--- src/rtl/trail_pkg.sv ---
// trail_pkg: shared field widths, colour-space coefficients and pixel types for the trail decoder.
package trail_pkg;
  localparam int Y_BITS_DEF  = 4;
  localparam int CR_BITS_DEF = 2;
  localparam int CB_BITS_DEF = 2;
  localparam int K_R_CR      = 359;
  localparam int K_G_CB      = 88;
  localparam int K_G_CR      = 183;
  localparam int K_B_CB      = 454;
  localparam int CHROMA_OFS  = 128;
  typedef struct packed {
    logic [7:0] r;
    logic [7:0] g;
    logic [7:0] b;
  } rgb888_t;
  function automatic logic signed [17:0] sx10(input logic [9:0] x);
    return {{8{x[9]}}, x};
  endfunction
  function automatic logic [17:0] mul_k(input logic [9:0] c, input int k);
    return 18'(sx10(c) * $signed(18'(k)));
  endfunction
  function automatic logic [7:0] clamp8(input logic [17:0] x);
    return x[17] ? 8'd0 : |x[16:8] ? 8'hFF : x[7:0];
  endfunction
endpackage

--- src/rtl/trail_code_expand.sv ---
// trail_code_expand: widens an N-bit code to an 8-bit luma replica or a signed chroma offset.
module trail_code_expand import trail_pkg::*; #(
  parameter int N      = 2,
  parameter bit CHROMA = 1'b1
) (
  input  logic [N-1:0] code,
  output logic [9:0]   val
);
  logic [7:0] rep;
  logic [7:0] c8;
  always_comb begin
    rep = '0;
    for (int i = 0; i < 8; i++) rep[7-i] = code[N-1-(i%N)];
    c8 = 8'({code, 1'b1}) << (7 - N);
    // chroma lands mid-bucket, then is re-centred around zero
    val = CHROMA ? {2'b00, c8} - 10'(CHROMA_OFS) : {2'b00, rep};
  end
endmodule

--- src/rtl/trail_unpack_rgb.sv ---
// trail_unpack_rgb: expands packed {Y,Cr,Cb} trail-history pixels to RGB888 with raster tags,
// as a 3-stage valid/ready pipeline sharing one global advance enable.
module trail_unpack_rgb import trail_pkg::*; #(
  parameter int Y_BITS      = Y_BITS_DEF,
  parameter int CR_BITS     = CR_BITS_DEF,
  parameter int CB_BITS     = CB_BITS_DEF,
  parameter int COLOR_DEPTH = Y_BITS_DEF + CR_BITS_DEF + CB_BITS_DEF,
  parameter int H_ACTIVE    = 320,
  parameter int V_ACTIVE    = 180
) (
  input  logic                        clk_in,
  input  logic                        rst_in,
  input  logic                        valid_in,
  output logic                        ready_in,
  input  logic [COLOR_DEPTH-1:0]      pixel_in,
  input  logic                        sof_in,
  output logic                        valid_out,
  input  logic                        ready_out,
  output logic [23:0]                 rgb_out,
  output logic [$clog2(H_ACTIVE)-1:0] hcount_out,
  output logic [$clog2(V_ACTIVE)-1:0] vcount_out,
  output logic                        last_out
);
  localparam int HW = $clog2(H_ACTIVE);
  localparam int VW = $clog2(V_ACTIVE);
  localparam logic [HW-1:0] H_LAST = HW'(H_ACTIVE - 1);
  localparam logic [VW-1:0] V_LAST = VW'(V_ACTIVE - 1);
  typedef struct packed {
    logic [HW-1:0] h;
    logic [VW-1:0] v;
    logic          last;
  } tag_t;
  typedef struct packed {
    logic [9:0]  y;
    logic [17:0] pr;
    logic [17:0] pgb;
    logic [17:0] pgr;
    logic [17:0] pb;
    tag_t        tag;
  } s1_t;
  typedef struct packed {
    logic [17:0] r;
    logic [17:0] g;
    logic [17:0] b;
    tag_t        tag;
  } s2_t;
  typedef struct packed {
    rgb888_t rgb;
    tag_t    tag;
  } out_t;
  logic [9:0] y_v, cr_v, cb_v;
  logic en, acc;
  tag_t tag;
  logic [HW-1:0] hc_d, hc_q;
  logic [VW-1:0] vc_d, vc_q;
  logic v1_q, v2_q, v3_q;
  s1_t s1_d, s1_q;
  s2_t s2_d, s2_q;
  out_t out_d, out_q;
  trail_code_expand #(.N(Y_BITS), .CHROMA(1'b0)) u_y (
    .code(pixel_in[COLOR_DEPTH-1 -: Y_BITS]),
    .val (y_v)
  );
  trail_code_expand #(.N(CR_BITS), .CHROMA(1'b1)) u_cr (
    .code(pixel_in[CB_BITS +: CR_BITS]),
    .val (cr_v)
  );
  trail_code_expand #(.N(CB_BITS), .CHROMA(1'b1)) u_cb (
    .code(pixel_in[CB_BITS-1:0]),
    .val (cb_v)
  );
  // a sof pixel is its own tag origin; the counter then continues from it
  always_comb begin
    en = !v3_q || ready_out;
    acc = valid_in && en;
    tag.h = sof_in ? '0 : hc_q;
    tag.v = sof_in ? '0 : vc_q;
    tag.last = tag.h == H_LAST && tag.v == V_LAST;
    hc_d = !acc ? hc_q : tag.h == H_LAST ? '0 : tag.h + 1'b1;
    vc_d = !acc ? vc_q : tag.h != H_LAST ? tag.v : tag.v == V_LAST ? '0 : tag.v + 1'b1;
  end
  always_comb begin
    s1_d = '{y: y_v, pr: mul_k(cr_v, K_R_CR), pgb: mul_k(cb_v, K_G_CB),
             pgr: mul_k(cr_v, K_G_CR), pb: mul_k(cb_v, K_B_CB), tag: tag};
    s2_d.r = sx10(s1_q.y) + ($signed(s1_q.pr) >>> 8);
    s2_d.g = sx10(s1_q.y) - (($signed(s1_q.pgb) + $signed(s1_q.pgr)) >>> 8);
    s2_d.b = sx10(s1_q.y) + ($signed(s1_q.pb) >>> 8);
    s2_d.tag = s1_q.tag;
    out_d = '{rgb: '{r: clamp8(s2_q.r), g: clamp8(s2_q.g), b: clamp8(s2_q.b)}, tag: s2_q.tag};
  end
  always_ff @(posedge clk_in) begin
    if (rst_in) begin
      v1_q <= 1'b0;
      v2_q <= 1'b0;
      v3_q <= 1'b0;
      s1_q <= '0;
      s2_q <= '0;
      out_q <= '0;
      hc_q <= '0;
      vc_q <= '0;
    end else if (en) begin
      v1_q <= valid_in;
      v2_q <= v1_q;
      v3_q <= v2_q;
      s1_q <= s1_d;
      s2_q <= s2_d;
      out_q <= out_d;
      hc_q <= hc_d;
      vc_q <= vc_d;
    end
  end
  assign ready_in = en;
  assign valid_out = v3_q;
  assign rgb_out = out_q.rgb;
  assign hcount_out = out_q.tag.h;
  assign vcount_out = out_q.tag.v;
  assign last_out = out_q.tag.last;
endmodule

--- config.mk ---
export PLATFORM = sky130hd
export DESIGN_NAME = trail_unpack_rgb
export DESIGN_NICKNAME = d
export VERILOG_FILES = /design/src/rtl/trail_pkg.sv /design/src/rtl/trail_code_expand.sv /design/src/rtl/trail_unpack_rgb.sv
export SDC_FILE = /design/constraint.sdc
export NUM_CORES = 1
export LEC_CHECK = 0
export BUFFER_PORTS_ARGS = -buffer_cell sky130_fd_sc_hd__buf_2
export CORE_ASPECT_RATIO = 2
export CORE_UTILIZATION = 27
export CTS_CLUSTER_DIAMETER = 150
export DETAILED_ROUTE_END_ITERATION = 8
export GPL_TIMING_DRIVEN = 0
export SYNTH_ARGS = -nofsm -noshare
export SYNTH_HDL_FRONTEND = slang
export SYNTH_SLANG_ARGS = --single-unit
--- constraint.sdc ---
create_clock -name clk_in -period 2.6 [get_ports clk_in]
set_input_delay 0 -clock clk_in [delete_from_list [all_inputs] [get_ports clk_in]]
set_output_delay 0 -clock clk_in [all_outputs]
set_load 0.05 [all_outputs]
# Yosys cells after proc, flatten, opt, wreduce, memory -nomap -nowiden
# Cells that the tools add are included.
[classes]
magnitude_cmp = 0
bitwise = 0
n_mux = 11
addsub = 8
n_mul = 4
div_mod_pow = 0
n_shift = 0
n_eq_ne = 3
n_reduce_logical = 8
[op_table]
columns = ["op", "n"]
rows = [
  ["$mux 8", 9],
  ["$reduce_or 9->1", 3],
  ["$add 9x10->11", 2],
  ["$add 18x18->18", 1],
  ["$mul 9x10->18 const B", 1],
  ["$mul 9x9->18 const B", 1],
  ["$mux 9", 2],
  ["$sub 8x8->9 const B", 2],
  ["$mul 9x9->17 const B", 1],
  ["$mul 9x5->14 const B", 1],
  ["$sub 9x10->11", 1],
  ["$add 9x1->9 const B", 1],
  ["$eq 9x9->1 const B", 1],
  ["$ne 9x9->1 const B", 1],
  ["$add 8x1->8 const B", 1],
  ["$eq 8x8->1 const B", 1],
  ["$logic_and 1x1->1", 2],
  ["$reduce_and 2->1", 1],
  ["$logic_not 1->1", 1],
  ["$logic_or 1x1->1", 1],
]
[totals]
mem_bits_rw = 0
in_bits = 13
regBits = 228
latch_bits = 0
output_inout_bits = 44
rom_bits = 0
memories = 0

# Depth between registers and ports, before layout
[depth]
ltp_word = 4
depth_mapped = 14
depth_no_buf = 14

# Cells and area by module
# A second synthesis with hierarchy kept.
[unflattened]
cells_unflattened = 1781
hier_area_um2 = 14764.2
[by_module_without_submodules]
columns = ["mod", "instances", "seq_area_each_um2", "area_each_um2", "cells_each"]
rows = [
  ["trail_unpack_rgb", 1, 3823.7, 14527.7, 1746],
  ["trail_code_expand at u_cb ...", 2, 0.0, 78.8, 12],
  ["trail_code_expand at u_y", 1, 0.0, 78.8, 11],
]

# Least setup slack after synthesis
# Ideal clock, no wire load.
[synth_timing]
kind = "flip-flop to flip-flop"
from = "register s1_q[77] (netlist name)"
to = "register s2_q[45] (netlist name)"
path_slack_ns = -0.218
path_stages_with_launch = 15
setup_time_ns = 0.124
synth_period_minus_slack_ns = 2.818
required_time_ns = 2.476
arrival_time_ns = 2.694
cell_sequence = "dfxtp_1 > ha_1 > inv_1 > fa_1 > inv_1 > a21o_1 > a21oi_1 > xnor2_1 > ha_1 > a21oi_1 > nand3_1 > or3_1 > a31oi_1 > o211ai_1 > nor3b_1"
[synth_rtl]
columns = ["element", "line_no", "rtl"]
rows = [
  ["to (signal assigned)", "trail_unpack_rgb.sv:97", "s2_q <= '0;"],
  ["to (signal assigned)", "trail_unpack_rgb.sv:106", "s2_q <= s2_d;"],
  ["to (decl)", "trail_unpack_rgb.sv:58", "s2_t s2_d, s2_q;"],
]

# Worst setup path after layout
[layout_timing]
from = "register s1_q[44] (netlist name)"
to = "register s2_q[45] (netlist name)"
[layout_via]
elab_chain_cells = 2
[layout_rtl]
columns = ["element", "line_no", "rtl"]
rows = [
  ["from (decl)", "trail_unpack_rgb.sv:57", "s1_t s1_d, s1_q;"],
  ["from (signal assigned)", "trail_unpack_rgb.sv:96", "s1_q <= '0;"],
  ["from (signal assigned)", "trail_unpack_rgb.sv:105", "s1_q <= s1_d;"],
  ["$add 18x18->18", "trail_unpack_rgb.sv:86", "s2_d.g = sx10(s1_q.y) - (($signed(s1_q.pgb) + $signed(s1_q.pgr)) >>> 8);"],
  ["$sub 9x10->11", "trail_unpack_rgb.sv:86", ""],
]
# No other way between the ends.
# A chain may end at the register's enable or synchronous reset.

==> reports/metrics.yaml <==
status: "finished, violations left"
violations: "setup timing"
multi_input_comb_area_mm2: 0.00514
root_buffer: "clkbuf_16"
fp.dieArea_mm2: 0.0335
routabilityCongestion: 0.889
drt-initial-drc-count: 410
r2r_end: "s2_q[45]"
clkPwrFrac: 0.360
nets: 1289
power_density_mw_per_mm2: 682
numCtsBuffers: 17
drt-pass1-iter-count: 7
synth_area_leader_cell: "dfxtp_1"
tightest_slew_ps: 967
comb_power_share: 0.229
fp.dieW_um: 130
critPathLaunch: "s1_q[44]"
placed_cells: 1586
yosys.area.top_type_share: 0.388
start_util: 0.274
floorplan.rows: 93
hold_viol_final: 0
ctsLongestPathBuffers: 2
netlist_top_cells_area: "dfxtp_1, ha_1, a21oi_1"
antenna_found_initial: 0
worst_setup_path_end_kind: "flip-flop"
p_switching_mw: 2.32
layout_common_cells: "nand2_1, dfxtp_1, a21oi_1"
power.leakage_nw: 4.27
clkTransAtPathRegs_ps: 60
antenna_cells: 0
ys_ff_latch: 171
pwr-share-seq: 0.411
netlist_area_mm2: 0.00883
utilization: 0.328
ant_nets: 0
synthArstFlopShare: 0
routedWlPerCell_um: 16.3
ys_seq_area_frac: 0.388
netlist-cell-type-count: 66
maxSlewHeadroom: 0.356
netlist_instances: 1104
fill_cells: 3418
grt_pass1_vias: 7876
viasPerCell: 4.85
worstPathArrival_ps: 3190
reg2reg_depth: 14
fmax_ghz: 0.349
hold_ws_ps: 152
drc: 0
slew_viol_final: 0
regArea_mm2: 0.00343
clock-skew-final_ps: 11.1
clk_latency_ps: 450
syn_avg_cell_area_um2: 8.00
synth_flop_cell: "dfxtp_1"
rrSetupSlack_ps: -260
maxCapViolations: 0
swShare: 0.321
worstSetupStartpointType: "flip-flop"
p_int_mw: 4.89
crit_path_end: "s2_q[45]"
die_h_um: 258
vias: 7938
r2r-start: "s1_q[44]"
final_common_cell: "nand2_1"
ir_drop_mv: 0.372
area_growth_pct: 19.7
fin_ws_ps: -263
path_class: "reg2reg"
fp.coreArea_mm2: 0.0322
grt_use_total: 0.165
period_share: 1.10
min_from: "rst_in"
min_period_ps: 2860
routed_wl_um: 26600
synth_edf_count: 0
cts_sinks: 171
dp_hpwl_um: 20700
drive_gt1_frac: 0.123
critPathRequiredTime_ps: 2930
htreeDepth: 4
rsz0062_at_grt: "yes"
synth_nets: 1195
grt_pass1_wl_um: 42100
pre_cts_slack_ps: -541
grt_max_degree: 17
critPathMaxFanout: 4
yosysWarnings: 0
setup_viol: 6
stdcell_count: 1637
ios: 57
portBuffers: 55
hp-class: "in2reg"
cts_tree: "built"
grt_overflow: 0
through the flow:
step	instance area, µm²	power (mW)	TNS (ps)
after detailed placement	9680	4.53	-3580
final	10600	7.21	-825
after global placement	9680	4.51	-3250
after CTS	10500	7.20	-1070
after global routing	10600	7.52	-1600
after floorplan	8870	4.13	-132
cells in the mapped netlist (all sizes together) (4+ instances only):
cell type,number
nor4,4
inv,35
o21ai,30
ha,73
nor2b,14
nor4b,7
fa,5
nor3,44
nand3b,12
or2,6
a311oi,6
or3,8
a21o,8
nand4,4
xor2,14
buf,7
a211o,5
and4,4
dfxtp,171
nand2,192
nor2,114
xnor2,30
o21a,4
a211oi,20
nor3b,4
a31oi,4
nand2b,8
clkbuf,63
a22oi,4
nand3,11
a21oi,155
logic make-up (layout without fill, tap and decap cells):
family,count (synthesis),in the layout,synth area share
AO/OA/AOI/OAI,266,266,0.182
XOR/XNOR,44,44,0.0436
adder cells (fa/ha/maj),78,78,0.115
buffers and inverters,105,211,0.0455
flip-flops,171,171,0.388
multiplexers,1,1,0.00113
AND/OR/NAND/NOR,439,439,0.225
layout make-up:
type,instances,area share
multi-input combinational,828,0.487
sequential,171,0.325
tap,427,0.0505
timing repair buffer,77,0.0443
clock buffer,18,0.0406
buffer,68,0.0254
clock inverter,13,0.0148
inverter,35,0.0128
worst max-delay path, cell delays in order, from the launching register on:
cell and delay [ps]:
dfxtp_4 390, ha_4 140, inv_2 30, fa_2 340
inv_2 50, a21o_1 140, a21oi_2 70, xnor2_1 130
ha_1 340, a21oi_2 180, nand3_2 100, or3_4 370
a31oi_4 190, o211ai_1 90, nor3b_2 190
flip-flops by register name (all words and copies together) (netlist names):
signal / cells
s1_q: 58
s2_q: 33
rgb_out: 24
out_d: 18
hc_q: 9
hcount_out: 9
vc_q: 8
vcount_out: 8
last_out: 1
v1_q: 1
v2_q: 1
valid_out: 1
worst min path at each step:
| stage | to | slack [ps] | cells past startpoint |
|---|---|---|---|
| 2_1_floorplan | s1_q[25] | 100 | 1 |
| 4_1_cts | s2_q[61] | 170 | 3 |
| 3_5_place_dp | s1_q[95] | 270 | 3 |
| 6_report | s2_q[62] | 150 | 3 |
| 5_1_grt | s2_q[62] | 230 | 3 |
| 3_3_place_gp | s1_q[95] | 280 | 3 |
power groups by stage:
stage	logic, mW	registers (mW)	clock network [mW]
2_1_floorplan	0.949	3.19	0
3_3_place_gp	1.49	3.02	0
3_5_place_dp	1.51	3.02	0
4_1_cts	1.60	2.96	2.63
5_1_grt	1.81	2.98	2.72
6_report	1.65	2.96	2.59
layer usage:
layer  routed length, µm  GRT usage  vias up
met2               14400      0.309      197
met4                1700      0.111        0
met3                1070     0.0265       67
li1                    -          -     3980
met1                9500      0.161     3694
met5                   0          0        -
what timing repair did:
item | CTS | global route
resized for setup | 15 | 23
buffers inserted | 8 | 3
pin swaps | 10 | 5
hold buffers | 11 | 0
endpoints found under the setup margin | 12 | 22
endpoints found under the hold margin | 13 | 0
Note: power is estimated with default switching activity, not from simulation.
